**src/rtl/uart_boot_loader_pkg.sv**
```systemverilog
// Shared definitions for the UART boot loader: receiver state encoding and UART framing constants.
package uart_boot_loader_pkg;

  localparam int UART_DATA_BITS       = 8;
  localparam int DEFAULT_CLKS_PER_BIT = 104;

  typedef enum logic [2:0] {
    RX_IDLE      = 3'd0,
    RX_START     = 3'd1,
    RX_DATA      = 3'd2,
    RX_STOP      = 3'd3,
    RX_WAIT_HIGH = 3'd4
  } rx_state_e;

endpackage

```
**src/rtl/uart_boot_loader_rx.sv**
```systemverilog
// 8N1 UART receiver: input synchroniser, framing FSM and LSB-first shift register.
module uart_rx
  import uart_boot_loader_pkg::*;
#(
  parameter int CLKS_PER_BIT = DEFAULT_CLKS_PER_BIT
) (
  input  logic       clk_i,
  input  logic       reset_i,
  input  logic       rx_i,
  output logic [7:0] byte_o,
  output logic       byte_valid_o,
  output logic       frame_err_pulse_o,
  output logic       busy_o
);

  localparam int              CNT_W    = $clog2(CLKS_PER_BIT);
  localparam logic [CNT_W-1:0] CNT_HALF = CNT_W'(CLKS_PER_BIT / 2 - 1);
  localparam logic [CNT_W-1:0] CNT_FULL = CNT_W'(CLKS_PER_BIT - 1);
  localparam logic [2:0]       LAST_BIT = 3'(UART_DATA_BITS - 1);

  rx_state_e        state_q, state_d;
  logic [CNT_W-1:0] cnt_q, cnt_d;
  logic [2:0]       bit_q, bit_d;
  logic [7:0]       shift_q, shift_d;
  logic             rx_meta_q, rx_sync_q;

  // Line idles high, so the synchroniser resets to 1 to avoid a false start bit.
  always_ff @(posedge clk_i or posedge reset_i) begin
    if (reset_i) begin
      rx_meta_q <= 1'b1;
      rx_sync_q <= 1'b1;
      state_q   <= RX_IDLE;
      cnt_q     <= '0;
      bit_q     <= '0;
      shift_q   <= '0;
    end else begin
      rx_meta_q <= rx_i;
      rx_sync_q <= rx_meta_q;
      state_q   <= state_d;
      cnt_q     <= cnt_d;
      bit_q     <= bit_d;
      shift_q   <= shift_d;
    end
  end

  always_comb begin
    state_d           = state_q;
    cnt_d             = cnt_q;
    bit_d             = bit_q;
    shift_d           = shift_q;
    byte_valid_o      = 1'b0;
    frame_err_pulse_o = 1'b0;
    unique case (state_q)
      RX_IDLE: begin
        if (!rx_sync_q) begin
          state_d = RX_START;
          cnt_d   = '0;
        end
      end
      RX_START: begin
        if (cnt_q == CNT_HALF) begin
          if (rx_sync_q) begin
            state_d = RX_IDLE;
          end else begin
            state_d = RX_DATA;
            cnt_d   = '0;
            bit_d   = '0;
          end
        end else begin
          cnt_d = cnt_q + 1'b1;
        end
      end
      RX_DATA: begin
        if (cnt_q == CNT_FULL) begin
          cnt_d   = '0;
          shift_d = {rx_sync_q, shift_q[7:1]};
          if (bit_q == LAST_BIT) begin
            state_d = RX_STOP;
          end else begin
            bit_d = bit_q + 1'b1;
          end
        end else begin
          cnt_d = cnt_q + 1'b1;
        end
      end
      RX_STOP: begin
        if (cnt_q == CNT_FULL) begin
          cnt_d = '0;
          if (rx_sync_q) begin
            state_d      = RX_IDLE;
            byte_valid_o = 1'b1;
          end else begin
            state_d           = RX_WAIT_HIGH;
            frame_err_pulse_o = 1'b1;
          end
        end else begin
          cnt_d = cnt_q + 1'b1;
        end
      end
      // A held-low line (break) must return high before a new start bit is accepted.
      RX_WAIT_HIGH: begin
        if (rx_sync_q) begin
          state_d = RX_IDLE;
        end
      end
      default: state_d = RX_IDLE;
    endcase
  end

  assign byte_o = shift_q;
  assign busy_o = (state_q != RX_IDLE);

endmodule

```
**src/rtl/uart_boot_loader.sv**
```systemverilog
// Feeds received UART bytes to the control unit's boot-loader port as {address, data} write strobes.
module uart_boot_loader
  import uart_boot_loader_pkg::*;
#(
  parameter int CLKS_PER_BIT         = DEFAULT_CLKS_PER_BIT,
  parameter int REGISTER_WIDTH       = 4,
  parameter int MEMORY_ADDRESS_WIDTH = 4
) (
  input  logic                            clk_i,
  input  logic                            reset_i,
  input  logic                            prog_sw_i,
  input  logic                            rx_i,
  input  logic                            p_active_i,
  output logic                            p_programm_o,
  output logic [MEMORY_ADDRESS_WIDTH-1:0] p_address_o,
  output logic [REGISTER_WIDTH-1:0]       p_data_o,
  output logic                            p_write_en_mem_o,
  output logic                            frame_err_o,
  output logic [MEMORY_ADDRESS_WIDTH:0]   words_written_o,
  output logic                            rx_busy_o
);

  localparam logic [MEMORY_ADDRESS_WIDTH:0] WORDS_MAX = '1;

  logic [7:0] rx_byte;
  logic       rx_valid, rx_ferr;

  logic                            prog_meta_q, prog_sync_q, prog_prev_q;
  logic [MEMORY_ADDRESS_WIDTH-1:0] addr_q, addr_d;
  logic [REGISTER_WIDTH-1:0]       data_q, data_d;
  logic                            we_q, we_d;
  logic                            ferr_q, ferr_d;
  logic [MEMORY_ADDRESS_WIDTH:0]   words_q, words_d;
  logic                            session_start, write_fire;

  uart_rx #(
    .CLKS_PER_BIT(CLKS_PER_BIT)
  ) u_rx (
    .clk_i            (clk_i),
    .reset_i          (reset_i),
    .rx_i             (rx_i),
    .byte_o           (rx_byte),
    .byte_valid_o     (rx_valid),
    .frame_err_pulse_o(rx_ferr),
    .busy_o           (rx_busy_o)
  );

  always_ff @(posedge clk_i or posedge reset_i) begin
    if (reset_i) begin
      prog_meta_q <= 1'b0;
      prog_sync_q <= 1'b0;
      prog_prev_q <= 1'b0;
      addr_q      <= '0;
      data_q      <= '0;
      we_q        <= 1'b0;
      ferr_q      <= 1'b0;
      words_q     <= '0;
    end else begin
      prog_meta_q <= prog_sw_i;
      prog_sync_q <= prog_meta_q;
      prog_prev_q <= prog_sync_q;
      addr_q      <= addr_d;
      data_q      <= data_d;
      we_q        <= we_d;
      ferr_q      <= ferr_d;
      words_q     <= words_d;
    end
  end

  // p_active_i is checked at the stop-bit sample, so a switch released mid-byte drops the byte.
  assign session_start = prog_sync_q & ~prog_prev_q;
  assign write_fire    = rx_valid & p_active_i;

  always_comb begin
    addr_d  = addr_q;
    data_d  = data_q;
    we_d    = write_fire;
    ferr_d  = ferr_q;
    words_d = words_q;
    if (write_fire) begin
      addr_d = rx_byte[7:4];
      data_d = rx_byte[3:0];
    end
    if (rx_ferr) begin
      ferr_d = 1'b1;
    end else if (session_start) begin
      ferr_d = 1'b0;
    end
    if (session_start) begin
      words_d = '0;
    end else if (write_fire && (words_q != WORDS_MAX)) begin
      words_d = words_q + 1'b1;
    end
  end

  assign p_programm_o     = prog_sync_q;
  assign p_address_o      = addr_q;
  assign p_data_o         = data_q;
  assign p_write_en_mem_o = we_q;
  assign frame_err_o      = ferr_q;
  assign words_written_o  = words_q;

endmodule

```
**config.mk**
```make
export PLATFORM = sky130hd
export DESIGN_NAME = uart_boot_loader
export DESIGN_NICKNAME = d
export VERILOG_FILES = /design/src/rtl/uart_boot_loader_pkg.sv /design/src/rtl/uart_boot_loader_rx.sv /design/src/rtl/uart_boot_loader.sv
export SDC_FILE = /design/constraint.sdc
export NUM_CORES = 1
export LEC_CHECK = 0
export CAP_MARGIN = 20
export CORE_MARGIN = 2
export CORE_UTILIZATION = 50
export DETAILED_ROUTE_END_ITERATION = 12
export PLACE_DENSITY_LB_ADDON = 0.3
export SETUP_SLACK_MARGIN = 0.3
export SLEW_MARGIN = 20
export SYNTH_ARGS = -nofsm -noshare
export SYNTH_HDL_FRONTEND = slang
export SYNTH_SLANG_ARGS = --single-unit
```
**constraint.sdc**
```tcl
create_clock -name clk_i -period 2.3 [get_ports clk_i]
set_input_delay 0.69 -clock clk_i [delete_from_list [all_inputs] [get_ports clk_i]]
set_output_delay 0.69 -clock clk_i [all_outputs]
set_load 0.01 [all_outputs]
```
==> impl_metrics.tcl <==
set metrics [dict create \
    ant_nets 0 \
    path_cells "clkdlybuf4s50_1" \
    synth_area_per_cell_um2 12.3 \
    path_max_fanout 4 \
    cts_tree "built" \
    core_area_mm2 0.00372 \
    p_leak_nw 1.14 \
    syn_inst 159 \
    met3_usage_pct 6.59 \
    r2r_cells 6 \
    slowest_stage "clkdlybuf4s50_1" \
    crit_buf_inv 1 \
    slowest_delay_ps 560 \
    routabilityCongestion 0.853 \
    syn-cell-area_mm2 0.00196 \
    routed_wl_um 4030 \
    initial_core_util_pct 52.6 \
    hold_path_end "u_rx.rx_sync_q$_DFF_PP1_" \
    vdd_drop_max_v 0.000398 \
    worst-setup-path-type "flip-flop to output pin" \
    reg2reg_to "p_data_o[1]$_DFFE_PP0P_" \
    grt_pass1_wl_um 6470 \
    clk_latency_ps 300 \
    cts_buffers 5 \
    cts_root_buf "clkbuf_8" \
    dieWidth_um 66.5 \
    synth_edf_count 0 \
    die_area_mm2 0.00443 \
    finalHoldViolations 0 \
    hold-worst-slack_ps 359 \
    grt-ovfl-total 0 \
    first_pass_iters 4 \
    grt_pass1_vias 1368 \
    hold_depth 0 \
    cts_max_path_buffers 2 \
    drv_slew 0 \
    syn-num-nets 169 \
    p_per_area_mw_per_mm2 564 \
    tightest_slew_ps 511 \
    via_per_inst 5.60 \
    async_flop_share_pct 100 \
    yosysSeqAreaShare_pct 52.6 \
    wl_per_cell_um 16.6 \
    portBuffers 21 \
    grtUsageTotal_pct 20.0 \
    worstHoldStart "u_rx.rx_meta_q$_DFF_PP1_" \
    grt_busiest_layer "met2" \
    drt_iter0_markers 72 \
    drv_cap 0 \
    r2r_start "u_rx.state_q[2]$_DFFE_PP0P_" \
    layout_min_cycle_time_ps 1960 \
    synth.distinct_cells 50 \
    h-tree-depth 2 \
    nets 204 \
    path_clk_slew_ps 80 \
    met2_usage_pct 32.0 \
    status "finished, final reports clean" \
    finalClockSkew_ps 6.46 \
    drc_errors 0 \
    synth_flop_cell "dfrtp_1" \
    layout_common_cells "dfrtp_1 (37), clkdlybuf4s50_1 (20), buf_4 (11)" \
    diodes 0 \
    postCtsHoldBufs 0 \
    layout-drive-gt1-share_pct 27.2 \
    antenna_found_initial 0 \
    slew_headroom_pct 65.9 \
    ys_ff_latch 41 \
    dpl.hpwl_um 2630 \
    die_h_um 66.5 \
    hold_path_class "flip-flop to flip-flop" \
    layout_commonest_cell "dfrtp_1" \
    rsz0062_at_grt "true" \
    worstPathRequired_ps 1610 \
    syn_to_final_growth_pct 24.1 \
    critPathCaptureType "output pin" \
    use_met1_pct 25.6 \
    setup.worst_path.start_class "flip-flop" \
    reg2reg_slack_ps 350 \
    row_count 22 \
    cp_data_arrival_time_ps 1270 \
    cp_top_family "buffers and inverters" \
    setup_viol 0 \
    synth_warnings 0 \
    io_pins 22 \
    grt_max_degree 42 \
    clock-sinks 41 \
    tns_ps 0 \
    min_period_over_period_pct 85.3 \
    fmax_mhz 510 \
    num_vias 1361 \
]
==> layout make-up <==
class,count,area (um^2)
clock buffer,7,86.3
fill,293,1290
clock inverter,1,30.0
multi-input combinational,106,902
inverter,8,30.0
sequential,41,1030
tap,48,60.1
timing repair buffer,32,288
==> per-layer routing <==
metal	vias up	part of all wire (%)
li1	648	-
met1	680	45
met2	27	50
met3	6	3.9
met4	0	1.0
met5	-	0
==> where the power goes <==
group	internal (mW)	switching [mW]
Combinational	0.0113	0.0227
Sequential	0.726	0.00357
Clock	0.354	0.252
==> worst register-to-register path, delay by kind of cell (launching register included) <==
kind	cells	cell delay (ps)
flip-flops	1	400
buffers and inverters	2	320
multiplexers	1	350
AND/OR/NAND/NOR	3	780
==> stage by stage <==
stage / setup WS [ps] / total power [mW] / area [um^2] / instances / utilization (%)
6_report: 338 / 1.37 / 2430 / 243 / 65.3
5_1_grt: 276 / 1.41 / 2430 / 243 / 65.3
4_1_cts: 312 / 1.38 / 2380 / 240 / 64.1
3_5_place_dp: 29.0 / 0.778 / 2240 / 229 / 60.3
3_3_place_gp: 69.3 / 0.777 / 2240 / 229 / 60.3
2_1_floorplan: 393 / 0.761 / 1960 / 159 / -
==> worst max-delay path by stage <==
stage | slack, ps | from | cells after the start | end
2_1_floorplan | 390 | words_written_o[0]$_DFFE_PP0P_ | 6 | words_written_o[3]$_DFFE_PP0P_
3_3_place_gp | 70 | p_active_i | 6 | words_written_o[2]$_DFFE_PP0P_
3_5_place_dp | 30 | p_active_i | 6 | words_written_o[2]$_DFFE_PP0P_
4_1_cts | 310 | words_written_o[0]$_DFFE_PP0P_ | 1 | words_written_o[0]
5_1_grt | 280 | words_written_o[0]$_DFFE_PP0P_ | 7 | words_written_o[1]$_DFFE_PP0P_
6_report | 340 | words_written_o[1]$_DFFE_PP0P_ | 1 | words_written_o[1]
==> kinds of logic after synthesis <==
kind of cell,synth area share (%)
XOR/XNOR,0.448
AO/OA/AOI/OAI,10.4
adder cells (fa/ha/maj),3.20
flip-flops,52.6
AND/OR/NAND/NOR,17.0
buffers and inverters,3.01
multiplexers,13.4
==> registers in the layout (all words and copies together) (netlist names) <==
register and cells:
p_address_o 4, prog_prev_q 1, u_rx.cnt_q 7, u_rx.rx_meta_q 1, u_rx.bit_q 3, p_programm_o 1, prog_meta_q 1, u_rx.state_q 3
u_rx.byte_o 8, frame_err_o 1, p_write_en_mem_o 1, words_written_o 5, p_data_o 4, u_rx.rx_sync_q 1
==> repair_timing <==
item,in CTS,in global routing
endpoints found under the setup margin,9,21
pin swaps,1,3
setup buffers,2,3
resized for setup,5,5
gates cloned,1,0
==> cells in the mapped netlist (2+ instances only) <==
cell	instances	area share, %
a21oi_1	5	1.3
a22o_1	2	0.90
a31oi_1	2	0.64
and3_1	2	0.64
buf_2	2	0.51
dfrtp_1	39	50
dfstp_2	2	2.7
ha_1	5	3.2
inv_1	8	1.5
mux2_2	9	5.2
mux2_4	8	6.1
mux2i_1	3	1.5
nand2_1	5	0.96
nand2b_1	6	1.9
nand3_1	2	0.51
nand4_1	2	0.64
nor2_1	10	1.9
nor2b_1	3	0.96
nor3_1	2	0.51
o21ai_0	7	1.8
o221ai_1	3	1.3
o22ai_1	3	0.96
or3_1	2	0.64
Note: power is estimated with default switching activity, not from simulation.
